===== src/rtl/mc_sequencer_if.sv =====
// Instruction and data bus bundle for mc_sequencer.
// master: sequencer side (drives requests); slave: memory side (drives responses).
interface mc_sequencer_if #(
  parameter int XLEN = 64,
  parameter int ILEN = 32
);
  logic            ireq_valid;
  logic [XLEN-1:0] ireq_addr;
  logic            iresp_data_ok;
  logic [ILEN-1:0] iresp_data;

  logic              dreq_valid;
  logic [XLEN-1:0]   dreq_addr;
  logic [XLEN/8-1:0] dreq_strobe;
  logic [XLEN-1:0]   dreq_data;
  logic              dresp_data_ok;
  logic [XLEN-1:0]   dresp_data;

  modport master (
    output ireq_valid,
    output ireq_addr,
    input  iresp_data_ok,
    input  iresp_data,
    output dreq_valid,
    output dreq_addr,
    output dreq_strobe,
    output dreq_data,
    input  dresp_data_ok,
    input  dresp_data
  );

  modport slave (
    input  ireq_valid,
    input  ireq_addr,
    output iresp_data_ok,
    output iresp_data,
    input  dreq_valid,
    input  dreq_addr,
    input  dreq_strobe,
    input  dreq_data,
    output dresp_data_ok,
    output dresp_data
  );
endinterface


===== src/rtl/mc_sequencer.sv =====
// Multi-cycle instruction sequencer: IFETCH -> DECODE -> EXECUTE -> [MEM] -> WB.
// Ports: clk, rst (sync, active-high); bus (mc_sequencer_if.master) for
// instruction/data requests; dec_* / ex_* / next_pc from decode/execute;
// pc, instr, mem_rdata, rf_we, commit_valid, commit_pc outputs.
// Optional SEQ_PERF_CNT_EN adds 64-bit mcycle / minstret counters.
module mc_sequencer #(
  parameter int XLEN      = 64,
  parameter int ILEN      = 32,
  parameter int MULTI_LAT = 4,
  parameter logic [XLEN-1:0] RESET_PC = 'h8000_0000
) (
  input  logic              clk,
  input  logic              rst,
  mc_sequencer_if.master    bus,
  input  logic              dec_mem_rd,
  input  logic              dec_mem_wr,
  input  logic              dec_multi,
  input  logic              dec_rf_we,
  input  logic [XLEN-1:0]   ex_addr,
  input  logic [XLEN-1:0]   ex_wdata,
  input  logic [XLEN/8-1:0] ex_strobe,
  input  logic [XLEN-1:0]   next_pc,
  output logic [XLEN-1:0]   pc,
  output logic [ILEN-1:0]   instr,
  output logic [XLEN-1:0]   mem_rdata,
  output logic              rf_we,
  output logic              commit_valid,
  output logic [XLEN-1:0]   commit_pc
`ifdef SEQ_PERF_CNT_EN
  ,
  output logic [63:0]       mcycle,
  output logic [63:0]       minstret
`endif
);

  localparam logic [2:0] S_IFETCH  = 3'd0;
  localparam logic [2:0] S_DECODE  = 3'd1;
  localparam logic [2:0] S_EXECUTE = 3'd2;
  localparam logic [2:0] S_MEM     = 3'd3;
  localparam logic [2:0] S_WB      = 3'd4;

  localparam logic [3:0] CNT_MULTI = 4'(MULTI_LAT - 1);

  logic [2:0] state;
  logic [3:0] cnt;
  logic       ld_q;
  logic       mem_op;
  logic       is_load;

  assign mem_op  = dec_mem_rd | dec_mem_wr;
  // a simultaneous rd+wr is treated as a load
  assign is_load = dec_mem_rd;

  // request address follows pc, which only changes when leaving WB
  assign bus.ireq_addr = pc;

  always_ff @(posedge clk) begin
    if (rst) begin
      state           <= S_IFETCH;
      pc              <= RESET_PC;
      instr           <= '0;
      mem_rdata       <= '0;
      cnt             <= '0;
      ld_q            <= 1'b0;
      bus.ireq_valid  <= 1'b0;
      bus.dreq_valid  <= 1'b0;
      bus.dreq_strobe <= '0;
      bus.dreq_addr   <= '0;
      bus.dreq_data   <= '0;
      rf_we           <= 1'b0;
      commit_valid    <= 1'b0;
      commit_pc       <= '0;
    end else begin
      rf_we        <= 1'b0;
      commit_valid <= 1'b0;
      unique case (state)
        S_IFETCH: begin
          // request is idle only in the first cycle after reset
          if (!bus.ireq_valid) begin
            bus.ireq_valid <= 1'b1;
          end else if (bus.iresp_data_ok) begin
            instr          <= bus.iresp_data;
            bus.ireq_valid <= 1'b0;
            state          <= S_DECODE;
          end
        end
        S_DECODE: begin
          cnt   <= dec_multi ? CNT_MULTI : 4'd0;
          state <= S_EXECUTE;
        end
        S_EXECUTE: begin
          if (cnt != 4'd0) begin
            cnt <= cnt - 4'd1;
          end else if (mem_op) begin
            ld_q            <= is_load;
            bus.dreq_valid  <= 1'b1;
            bus.dreq_addr   <= ex_addr;
            bus.dreq_data   <= ex_wdata;
            bus.dreq_strobe <= is_load ? '0 : ex_strobe;
            state           <= S_MEM;
          end else begin
            commit_valid <= 1'b1;
            commit_pc    <= pc;
            rf_we        <= dec_rf_we;
            state        <= S_WB;
          end
        end
        S_MEM: begin
          if (bus.dresp_data_ok) begin
            if (ld_q) begin
              mem_rdata <= bus.dresp_data;
            end
            bus.dreq_valid  <= 1'b0;
            bus.dreq_strobe <= '0;
            commit_valid    <= 1'b1;
            commit_pc       <= pc;
            rf_we           <= dec_rf_we;
            state           <= S_WB;
          end
        end
        S_WB: begin
          // issue the next fetch right away for a zero-gap refetch
          pc             <= next_pc;
          bus.ireq_valid <= 1'b1;
          state          <= S_IFETCH;
        end
        default: begin
          state <= S_IFETCH;
        end
      endcase
    end
  end

`ifdef SEQ_PERF_CNT_EN
  always_ff @(posedge clk) begin
    if (rst) begin
      mcycle   <= '0;
      minstret <= '0;
    end else begin
      mcycle <= mcycle + 64'd1;
      if (commit_valid) begin
        minstret <= minstret + 64'd1;
      end
    end
  end
`endif

endmodule


===== src/flat_wrapper.sv =====
// flat-port wrapper written by rule: the top's interface ports become plain ports
module mc_sequencer_flat 
#(
  parameter int XLEN      = 64,
  parameter int ILEN      = 32,
  parameter int MULTI_LAT = 4,
  parameter logic [XLEN-1:0] RESET_PC = 'h8000_0000
)
  (clk, rst, dec_mem_rd, dec_mem_wr, dec_multi, dec_rf_we, ex_addr, ex_wdata, ex_strobe, next_pc, pc, instr, mem_rdata, rf_we, commit_valid, commit_pc, bus_ireq_valid, bus_ireq_addr, bus_iresp_data_ok, bus_iresp_data, bus_dreq_valid, bus_dreq_addr, bus_dreq_strobe, bus_dreq_data, bus_dresp_data_ok, bus_dresp_data);
  mc_sequencer_if #(.XLEN(XLEN), .ILEN(ILEN)) bus_i ();
  input  logic clk;
  input  logic rst;
  input  logic dec_mem_rd;
  input  logic dec_mem_wr;
  input  logic dec_multi;
  input  logic dec_rf_we;
  input  logic [XLEN-1:0] ex_addr;
  input  logic [XLEN-1:0] ex_wdata;
  input  logic [XLEN/8-1:0] ex_strobe;
  input  logic [XLEN-1:0] next_pc;
  output logic [XLEN-1:0] pc;
  output logic [ILEN-1:0] instr;
  output logic [XLEN-1:0] mem_rdata;
  output logic rf_we;
  output logic commit_valid;
  output logic [XLEN-1:0] commit_pc;
  output wire logic [$bits(bus_i.ireq_valid)-1:0] bus_ireq_valid;
  output wire logic [$bits(bus_i.ireq_addr)-1:0] bus_ireq_addr;
  input wire logic [$bits(bus_i.iresp_data_ok)-1:0] bus_iresp_data_ok;
  input wire logic [$bits(bus_i.iresp_data)-1:0] bus_iresp_data;
  output wire logic [$bits(bus_i.dreq_valid)-1:0] bus_dreq_valid;
  output wire logic [$bits(bus_i.dreq_addr)-1:0] bus_dreq_addr;
  output wire logic [$bits(bus_i.dreq_strobe)-1:0] bus_dreq_strobe;
  output wire logic [$bits(bus_i.dreq_data)-1:0] bus_dreq_data;
  input wire logic [$bits(bus_i.dresp_data_ok)-1:0] bus_dresp_data_ok;
  input wire logic [$bits(bus_i.dresp_data)-1:0] bus_dresp_data;
  assign bus_ireq_valid = bus_i.ireq_valid;
  assign bus_ireq_addr = bus_i.ireq_addr;
  assign bus_i.iresp_data_ok = bus_iresp_data_ok;
  assign bus_i.iresp_data = bus_iresp_data;
  assign bus_dreq_valid = bus_i.dreq_valid;
  assign bus_dreq_addr = bus_i.dreq_addr;
  assign bus_dreq_strobe = bus_i.dreq_strobe;
  assign bus_dreq_data = bus_i.dreq_data;
  assign bus_i.dresp_data_ok = bus_dresp_data_ok;
  assign bus_i.dresp_data = bus_dresp_data;
  mc_sequencer #(.XLEN(XLEN), .ILEN(ILEN), .MULTI_LAT(MULTI_LAT), .RESET_PC(RESET_PC)) u_core (.clk(clk), .rst(rst), .bus(bus_i), .dec_mem_rd(dec_mem_rd), .dec_mem_wr(dec_mem_wr), .dec_multi(dec_multi), .dec_rf_we(dec_rf_we), .ex_addr(ex_addr), .ex_wdata(ex_wdata), .ex_strobe(ex_strobe), .next_pc(next_pc), .pc(pc), .instr(instr), .mem_rdata(mem_rdata), .rf_we(rf_we), .commit_valid(commit_valid), .commit_pc(commit_pc));
endmodule

===== config.mk =====
export PLATFORM = sky130hd
export DESIGN_NAME = mc_sequencer_flat
export DESIGN_NICKNAME = d
export VERILOG_FILES = /design/src/rtl/mc_sequencer_if.sv /design/src/rtl/mc_sequencer.sv /design/src/flat_wrapper.sv
export SDC_FILE = /design/constraint.sdc
export NUM_CORES = 1
export LEC_CHECK = 0
export ABC_AREA = 1
export CAP_MARGIN = 20
export CORE_AREA = 4 4 279 281
export CTS_CLUSTER_DIAMETER = 60
export DETAILED_ROUTE_END_ITERATION = 6
export DIE_AREA = 0 0 283 285
export GPL_ROUTABILITY_DRIVEN = 0
export PLACE_DENSITY = 0.45
export SLEW_MARGIN = 20
export SYNTH_ARGS = -nofsm -noshare
export SYNTH_HDL_FRONTEND = slang
export SYNTH_SLANG_ARGS = --single-unit

===== constraint.sdc =====
create_clock -name clk -period 1.7 [get_ports clk]
set_input_delay 0.255 -clock clk [delete_from_list [all_inputs] [get_ports clk]]
set_output_delay 0.255 -clock clk [all_outputs]
set_load 0.02 [all_outputs]

==> impl_results.md <==
* CTS H-tree lvls at 2
* CP delay by family, top: flip-flops
* Drt pass-1 iters at 6
* Count leader, synth: nor2_1
* Layout Skew at 0.0153 ns
* Routed Antenna Nets at 0
* Row count at 101
* Critical Path Max Stage Delay at 0.41 ns
* Tightest Pin Transition at 0.533 ns
* Synth warn at 0
* Share of layout cells above drive strength 1 at 0.0940
* FILL cells at 8137
* Max_cap viols at 0
* Clock transition at the registers of the reported paths at 0.06 ns
* Net Switching at 8.89 mW
* Vias in the first global route at 14100
* Switching share of total power at 0.320
* Worst Path Arrival at 1.38 ns
* Final-report setup violation count at 0
* CP Capture Type: primary output
* Cell Chain, Critical Path: dlygate4sd2_1
* Post-synth top flop: dfxtp_1
* Outcome: finished, final reports clean
* Headroom to the max-slew limit at 0.644
* Pint at 18.9 mW
* Die W at 283 um
* Clock Tree Buf Depth at 3
* Hpwl dp at 47500 um
* Initial DRC Count at 869
* TritonCTS Buffers at 52
* WL met3 at 4090 um
* Synth top area cells: dfxtp_1, nor2_1, o21ai_0, nand2_1, buf_4
* Hold Fails Final Rpt at 0
* Max FO, Critical Path at 2
* Post-synth ARST share at 0
* Clk root buf: clkbuf_16
* Min cycle time layout at 1.64 ns
* Top layer in use: met4
* GRT Total Usage at 0.147
* Pins Over Slew Limit at 0
* Post-synth net total at 2167
* CP max-delay cell: dfxtp_1
* Sequential Power Share at 0.369
* Synthesized flop and latch total at 372
* Core area at 0.0754 mm2
* Post-layout util at 0.316
* M1 WL at 26000 um
* Clk_lat worst skew at 0.58 ns
* RSZ-0062 raised after global routing: true
* Sequential area share after synthesis at 0.537
* Synth cell count leaders: nor2_1, dfxtp_1, o21ai_0, nand2_1, inv_1
* CTS tree: yes
* Largest net degree at the start of global routing at 109
* Power share of the combinational group at 0.251
* Wire per inst at 17.8 um
* Fin nets at 2872
* Crit path required time at 1.44 ns
* Multi-input gate area at 0.00517 mm2
* Pleak at 11.2 nW
* Syn Inst Count at 1862
* Initial Utilization at 0.184
* Routed length on met2 at 32400 um
* First-pass GRT wire length at 92300 um
* Largest area contributor in the netlist: dfxtp_1
* Top-area cell type share of the netlist area at 0.537
* Chip height at 285 um
* FF+latch area at 0.00745 mm2
* Mapped Avg Cell Area at 7.45 um2
* Post-synth cell types at 20
* Max Fclk at 611 MHz
* Mapped Area at 0.0139 mm2
* Die area at 0.0807 mm2
* Worst vdd ir at 0.000792 V
* Worst setup SP type: flip-flop
* Via Count at 14400
* I/O Buffers at 731
* Total power per unit cell area at 1170 mW/mm2
* Hold slack at 0.132 ns
* Routed WL at 64100 um
* Clock power frac at 0.380
* Ratio of final minimum period to clock period at 0.963
* Grt ovf at 0
* Io pins at 732
* Worst Path Buf+Inv at 1
* CTS Sinks at 372
* Area growth from synthesis to layout at 71.7%
* Post-synth EDFFs at 0
* Hold crit path type: in2reg
* Kind of critical path: reg2out
* DRC at 0
* Initial antenna violation count at 7
* Drt via density at 4.01
==> power groups by stage <==
stage / logic [mW] / clock network [mW] / registers (mW)
4_1_cts: 6.95 / 11.0 / 10.3
2_1_floorplan: 2.71 / 0 / 11.3
5_1_grt: 7.57 / 11.3 / 10.4
3_5_place_dp: 7.56 / 0 / 10.5
6_report: 6.97 / 10.6 / 10.3
3_3_place_gp: 7.51 / 0 / 10.5
==> per-stage QoR <==
stage                     cells  power (mW)  TNS, ns  worst slack [ns]  instance area, um2
after CTS                  3575        28.2  -0.0243           -0.0119               23600
after global placement     3482        18.0   -32.24            -0.440               22400
after floorplan            1862        14.1        0             0.179               13900
after detailed placement   3482        18.0   -34.15            -0.399               22400
after global routing       3590        29.3  -0.0338           -0.0136               23800
final                      3590        27.8        0            0.0631               23800
==> cell type report <==
cell class,count,area share
well taps,978,0.0514
diodes,6,0.000630
repair buffers,836,0.335
inverters,86,0.0139
multi-input cells,1219,0.217
clock buffers,71,0.0602
flip-flops and latches,372,0.313
clock inverters,22,0.00940
==> layout by cell type, fill, tap and decap left out, drive strengths merged <==
cell	netlist	layout
a21oi	47	47
buf	115	103
bufinv	0	3
clkbuf	70	81
clkdlybuf4s15	0	40
clkdlybuf4s50	0	302
clkinv	0	10
clkinvlp	0	2
dfxtp	372	372
diode	0	6
dlygate4sd2	0	381
ha	1	1
inv	86	93
nand2	167	167
nand3	77	77
nand4	1	1
nor2	663	663
nor3	1	1
nor3b	1	1
o21ai	261	261
==> layer usage <==
| layer | GRT usage | vias to the layer above |
|---|---|---|
| met5 | 0 | - |
| met1 | 0.169 | 6633 |
| met3 | 0.0422 | 86 |
| met2 | 0.264 | 437 |
| met4 | 0.0476 | 0 |
| li1 | - | 7226 |
==> flip-flops by register name (all words and copies together) (netlist names) <==
name,flops
u_core.ld_q,1
u_core.bus.ireq_valid,1
u_core.bus.dreq_valid,1
u_core.bus.dreq_addr,64
u_core.state,3
u_core.commit_valid,1
u_core.commit_pc,64
u_core.mem_rdata,64
u_core.bus.dreq_data,64
u_core.rf_we,1
u_core.cnt,4
u_core.instr,32
u_core.bus.ireq_addr,64
u_core.bus.dreq_strobe,8
==> what timing repair did <==
item | in CTS | in global routing
gates resized for setup | 499 | 32
pin swaps | 0 | 5
endpoints found under the hold margin | 0 | 0
cloned | 0 | 6
setup endpoints to repair | 456 | 225
buffers inserted | 0 | 3
hold buffers | 0 | 0
==> cell families after synthesis <==
logic type / Yosys count / synth area share
adder cells (fa/ha/maj): 1 / 0.000902
flip-flops: 372 / 0.537
buffers and inverters: 271 / 0.0960
AO/OA/AOI/OAI: 308 / 0.111
AND/OR/NAND/NOR: 910 / 0.255
==> worst paths after layout <==
kind,depth (start not counted),endpoint,startpoint,slack (ns)
hold / removal,4,u_core.bus.dreq_data[58],rst,0.13
setup reg to reg,8,u_core.bus.dreq_data[13],u_core.state[2],0.07
hold reg to reg,2,u_core.bus.dreq_strobe[5],u_core.bus.dreq_strobe[5],0.46
setup / recovery,1,commit_pc[58],u_core.commit_pc[58],0.06
(Power assumes the default switching activity.)
